--- src/rtl/bcd_pkg.sv ---
// Shared definitions for the BCD counter family.
// Provides the decade width, decade limits, the sanitize result payload and
// the sanitize helper that clamps an out-of-range decade to 9 and flags it.
package bcd_pkg;

    localparam int unsigned BCD_W = 4;
    localparam logic [BCD_W-1:0] BCD_MAX  = 4'd9;
    localparam logic [BCD_W-1:0] BCD_ZERO = 4'd0;

    // Sanitized decade plus a flag saying the raw value was not valid BCD.
    typedef struct packed {
        logic             bad;
        logic [BCD_W-1:0] val;
    } bcd_san_t;

    function automatic bcd_san_t sanitize(input logic [BCD_W-1:0] d);
        bcd_san_t r;
        r.bad = (d > BCD_MAX);
        r.val = r.bad ? BCD_MAX : d;
        return r;
    endfunction

endpackage

--- src/rtl/bcd_digit_down.sv ---
// Single BCD decade of the down counter.
// Ports:
//   clk, rst_n  clock and synchronous active-low reset
//   load        parallel load of d (wins over borrow_in)
//   d           decade value to load (already sanitized)
//   borrow_in   decrement request from the decade below
//   q           registered decade value
//   borrow_out  borrow passed upward: borrow_in while this decade is 0
module bcd_digit_down
    import bcd_pkg::*;
(
    input  logic             clk,
    input  logic             rst_n,
    input  logic             load,
    input  logic [BCD_W-1:0] d,
    input  logic             borrow_in,
    output logic [BCD_W-1:0] q,
    output logic             borrow_out
);

    // Decade register: load, else decrement with 0 -> 9 wrap.
    always_ff @(posedge clk) begin
        if (!rst_n) begin
            q <= BCD_ZERO;
        end else if (load) begin
            q <= d;
        end else if (borrow_in) begin
            q <= (q == BCD_ZERO) ? BCD_MAX : q - BCD_W'(1);
        end
    end

    assign borrow_out = borrow_in & (q == BCD_ZERO);

endmodule

--- src/rtl/bcd_down_count.sv ---
// Loadable multi-decade BCD down counter with terminal-count pulse.
// Optional feature macro: BCD_DOWN_AUTORELOAD_EN (reload the stored preset
// on an enabled cycle at zero, turning the counter into a periodic divider).
// Ports:
//   clk, rst_n  clock and synchronous active-low reset
//   load, din   preset strobe and packed BCD preset (decade 0 in din[3:0])
//   en          count enable, one decrement per clock
//   q           current count, packed BCD
//   zero        q == 0, decoded directly from q
//   tc          one-cycle pulse on the edge q reaches 0 by counting
//   busy        countdown in progress
//   bad_bcd     one-cycle flag after a load that had a decade above 9
module bcd_down_count
    import bcd_pkg::*;
#(
    parameter int unsigned DIGITS = 2
) (
    input  logic                    clk,
    input  logic                    rst_n,
    input  logic                    load,
    input  logic [BCD_W*DIGITS-1:0] din,
    input  logic                    en,
    output logic [BCD_W*DIGITS-1:0] q,
    output logic                    zero,
    output logic                    tc,
    output logic                    busy,
    output logic                    bad_bcd
);

    localparam int unsigned CW = BCD_W * DIGITS;

    logic [CW-1:0]     din_s;
    logic              bad_any;
    bcd_san_t          san;
    logic [CW-1:0]     preset;
    logic [CW-1:0]     dig_d;
    logic              dig_load;
    logic              cnt_en;
    logic              reload;
    logic              q_one;
    logic [DIGITS:0]   borrow;

    // Clamp each incoming decade to 9 and collect the invalid-BCD flag.
    always_comb begin
        din_s   = '0;
        bad_any = 1'b0;
        san     = '0;
        for (int i = 0; i < DIGITS; i++) begin
            san                          = sanitize(din[i*BCD_W +: BCD_W]);
            din_s[i*BCD_W +: BCD_W]      = san.val;
            bad_any                      = bad_any | san.bad;
        end
    end

    assign zero   = (q == '0);
    // BCD 1 has the same encoding as binary 1.
    assign q_one  = (q == CW'(1));
    assign cnt_en = en & ~load & ~zero;

`ifdef BCD_DOWN_AUTORELOAD_EN
    assign reload = en & ~load & zero & (preset != '0);
`else
    assign reload = 1'b0;
`endif

    // External load takes the sanitized input; autoreload takes the preset.
    assign dig_load = load | reload;
    assign dig_d    = load ? din_s : preset;

    assign borrow[0] = cnt_en;

    for (genvar g = 0; g < DIGITS; g++) begin : g_digit
        bcd_digit_down u_digit (
            .clk        (clk),
            .rst_n      (rst_n),
            .load       (dig_load),
            .d          (dig_d[g*BCD_W +: BCD_W]),
            .borrow_in  (borrow[g]),
            .q          (q[g*BCD_W +: BCD_W]),
            .borrow_out (borrow[g+1])
        );
    end

    // Counting is gated on q != 0, so no borrow can leave the top decade.
    a_no_underflow : assert property (@(posedge clk) disable iff (!rst_n) !borrow[DIGITS]);

    // Preset, terminal-count, busy and bad-BCD status registers.
    always_ff @(posedge clk) begin
        if (!rst_n) begin
            preset  <= '0;
            tc      <= 1'b0;
            busy    <= 1'b0;
            bad_bcd <= 1'b0;
        end else begin
            tc      <= cnt_en & q_one;
            bad_bcd <= load & bad_any;
            if (load) begin
                preset <= din_s;
                busy   <= (din_s != '0);
            end else if (reload) begin
                busy   <= 1'b1;
            end else if (cnt_en & q_one) begin
                busy   <= 1'b0;
            end
        end
    end

endmodule

--- config.mk ---
export PLATFORM = sky130hd
export DESIGN_NAME = bcd_down_count
export DESIGN_NICKNAME = d
export VERILOG_FILES = /design/src/rtl/bcd_pkg.sv /design/src/rtl/bcd_digit_down.sv /design/src/rtl/bcd_down_count.sv
export SDC_FILE = /design/constraint.sdc
export NUM_CORES = 1
export LEC_CHECK = 0
export CORE_MARGIN = 10
export CORE_UTILIZATION = 27
export CTS_CLUSTER_SIZE = 40
export DETAILED_ROUTE_END_ITERATION = 12
export PLACE_DENSITY_LB_ADDON = 0.08
export SYNTH_ARGS = -nofsm -noshare
export SYNTH_HDL_FRONTEND = slang
export SYNTH_SLANG_ARGS = --single-unit
export TNS_END_PERCENT = 20
--- constraint.sdc ---
create_clock -name clk -period 1.37 [get_ports clk]
set_input_delay 0.137 -clock clk [delete_from_list [all_inputs] [get_ports clk]]
set_output_delay 0.137 -clock clk [all_outputs]
set_load 0.05 [all_outputs]
==> results <==
cell usage after synthesis, drive strengths merged:
cell / n / area, um2
a21oi: 6 / 30.0
a221oi: 1 / 8.76
a311oi: 1 / 8.76
a31oi: 2 / 12.5
a41o: 1 / 10.0
and2: 1 / 6.26
and3b: 1 / 8.76
buf: 2 / 16.3
clkbuf: 1 / 3.75
dfxtp: 11 / 220
inv: 4 / 15.0
nand2: 7 / 26.3
nand2b: 2 / 12.5
nand3: 1 / 5.00
nand3b: 3 / 22.5
nand4: 3 / 18.8
nor2: 3 / 11.3
nor2b: 3 / 18.8
nor3: 1 / 5.00
nor3b: 1 / 7.51
nor4: 5 / 46.3
o211ai: 3 / 22.5
o21ai: 5 / 25.0
o311a: 2 / 20.0
o311ai: 1 / 16.3
or3: 2 / 13.8
or3b: 1 / 8.76
or4: 1 / 11.3
worst max path at each step:
stage	slack, ns	to	from
final	-0.04	zero	g_digit[1].u_digit.q[3]$_SDFFE_PN0P_
after detailed placement	-0.20	g_digit[1].u_digit.q[3]$_SDFFE_PN0P_	en
after CTS	-0.10	zero	g_digit[1].u_digit.q[3]$_SDFFE_PN0P_
after global placement	-0.19	g_digit[1].u_digit.q[3]$_SDFFE_PN0P_	en
after floorplan	-0.08	g_digit[1].u_digit.q[3]$_SDFFE_PN0P_	g_digit[0].u_digit.q[2]$_SDFFE_PN0P_
after global routing	-0.12	zero	g_digit[0].u_digit.q[1]$_SDFFE_PN0P_
cells by family (layout without fill, tap and decap cells):
logic type             count (synthesis)  in the layout
and+or+nand+nor                       35             35
AOI/OAI and AO/OA                     22             22
DFF                                   11             11
buffers and inverters                  7             51
through the flow:
step           instances  util, %  hold WS [ns]  instance area (um2)  setup WS (ns)
2_1_floorplan         75        -         0.246                  651        -0.0815
3_3_place_gp         142     51.2         0.546                 1130         -0.187
3_5_place_dp         142     51.2         0.539                 1130         -0.201
4_1_cts              147     53.0         0.483                 1170         -0.104
5_1_grt              147     53.9         0.518                 1190         -0.121
6_report             147     53.9         0.497                 1190        -0.0389
layer usage:
layer | part of all wire [%] | track usage (%) | vias to the layer above
met5 | 0 | 0 | -
met4 | 0.57 | 2.26 | 0
met3 | 7.9 | 5.38 | 2
met2 | 49 | 16.3 | 21
met1 | 42 | 11.1 | 331
li1 | - | - | 374
timing repair:
action | CTS | global route
pin swaps | 3 | 3
resized for setup | 1 | 5
cloned | 0 | 0
hold buffers | 0 | 0
endpoints found under the setup margin | 1 | 5
hold endpoints to repair | 0 | 0
setup buffers | 1 | 0
critical path: cells and delay by family, from the launching register on:
kind,cells,cell delay (ns)
buffers and inverters,1,0.14
and+or+nand+nor,3,0.52
DFF,1,0.34
registers in the layout, summed over array words and instances (netlist names):
name and cells:
bad_bcd 1, busy 1, g_digit.u_digit.q 8, tc 1
power groups by stage:
stage / clock [uW] / combinational (uW) / sequential [uW]
after floorplan: 0 / 126 / 449
after global routing: 256 / 457 / 380
after CTS: 233 / 421 / 375
final: 226 / 428 / 375
after global placement: 0 / 414 / 381
after detailed placement: 0 / 413 / 382
final cells by class:
| cell class | count | area (um2) |
|---|---|---|
| fillers | 195 | 1020 |
| repair buffers | 43 | 475 |
| multi-input cells | 57 | 407 |
| flip-flops and latches | 11 | 234 |
| well taps | 28 | 35.0 |
| clock buffers | 4 | 26.3 |
| inverters | 4 | 15.0 |
==> run metrics <==
status finished with violations; failing checks negative setup slack; Num CTS Buffers 3; initial antenna violation count 0; GRT Util Overall 9.92%; post-layout min period 1.41 ns; RD Place Congestion 0.780; # Max-Cap Violations 0; CTS clk-pin slew, worst paths 0.07 ns; worst r2r dst g_digit[1].u_digit.q[3]$_SDFFE_PN0P_; DRC 0; Root Driver clkbuf_4; power density cells 863 nW/um2; post-synthesis mux area share 0%; total power 1030 uW; global-route wire length before repair 3.54 mm; Simple-Gate Fraction of Synth Area 35.2%; # setup viols final 1; Post-Synth XOR/XNOR Area 0%; cell chain of the critical path nor4_4, nand2_2, nor2_4, buf_12; I/O pin count 24; Slew Limit Fails 0; Worst setup EP type primary output; fin nets 132; largest family of logic cells by synthesized area simple AND/OR/NAND/NOR gates; DR iter-0 viols 16; CP Data Required Time 1.23 ns; Post-Syn Area 632 um2; Die Y 68.4 um; worst slew pin tran 0.316 ns; DIE WIDTH 68.4 um; GRT Residual Overflow 0; YS warnings 0; final setup skew 0.000838 ns; Initial DRT Pass Iterations 4; Largest stage delay, worst path 0.34 ns; CP Class reg -> out; Setup crit start kind register; hold crit path type in -> reg; Worst Min Path Start din[6]; Area growth syn-to-layout 88.7%; Synth Area in Adders 0%; Setup TNS Final -0.0389 ns; WL final 2.10 mm; pin count of the biggest net entering global routing 9; CTS Sinks 11; site row count 17; CP arrival 1.27 ns; Max Fanout on Critical Path 2; clock network power share 22.0%; later-pin clock latency in the skew report 0.27 ns; Comb power frac 41.6%; flop2flop setup slack 0.02 ns; register bit total from synthesis 11; Synth Area per Inst 8.42 um2; vias in the first global route 760; Hold Crit Endpoint g_digit[1].u_digit.q[2]$_SDFFE_PN0P_; Post-DP HPWL 1.72 mm; Seq pwr share 36.5%; Final ANT Viol Nets 0; Sw Share 34.3%; unrepaired setup endpoints after global routing true; Internal 676 uW; most common cell after layout, fill and taps aside buf_4; drt wl/cell 14.3 um; share of layout cells above drive strength 1 42.9%; Net Switching 353 uW; die area 4680 um2; Synth cell types 31; worst reg2reg path depth 3; core area 2210 um2; Mapped Nets 87; Rel. slew slack 78.7%; register area share after synthesis 34.9%; CTS H-Tree Depth 1; clk buf depth 2; Worst R2R Start g_digit[0].u_digit.q[3]$_SDFFE_PN0P_; Vias 728; CTS tree built; Via density 4.95; Synth Area in Compound Gates 24.4%; Mapped Cells 75; worst vdd ir 0.000525 V; initial core utilization 28.6%; IO buf count 23; P_leak 0.000488 uW; Hold Fails Final Rpt 0; Setup WS post-layout -0.0389 ns; Hold Crit Depth 3; antenna cells 0; period utilization 103%; commonest non-fill, non-tap cells in the layout 22 x buf_4, 11 x clkdlybuf4s50_1, 10 x buf_12; Slowest cell on crit path dfxtp_2; fmax 710 MHz
Power figures use the tool's default switching activity.
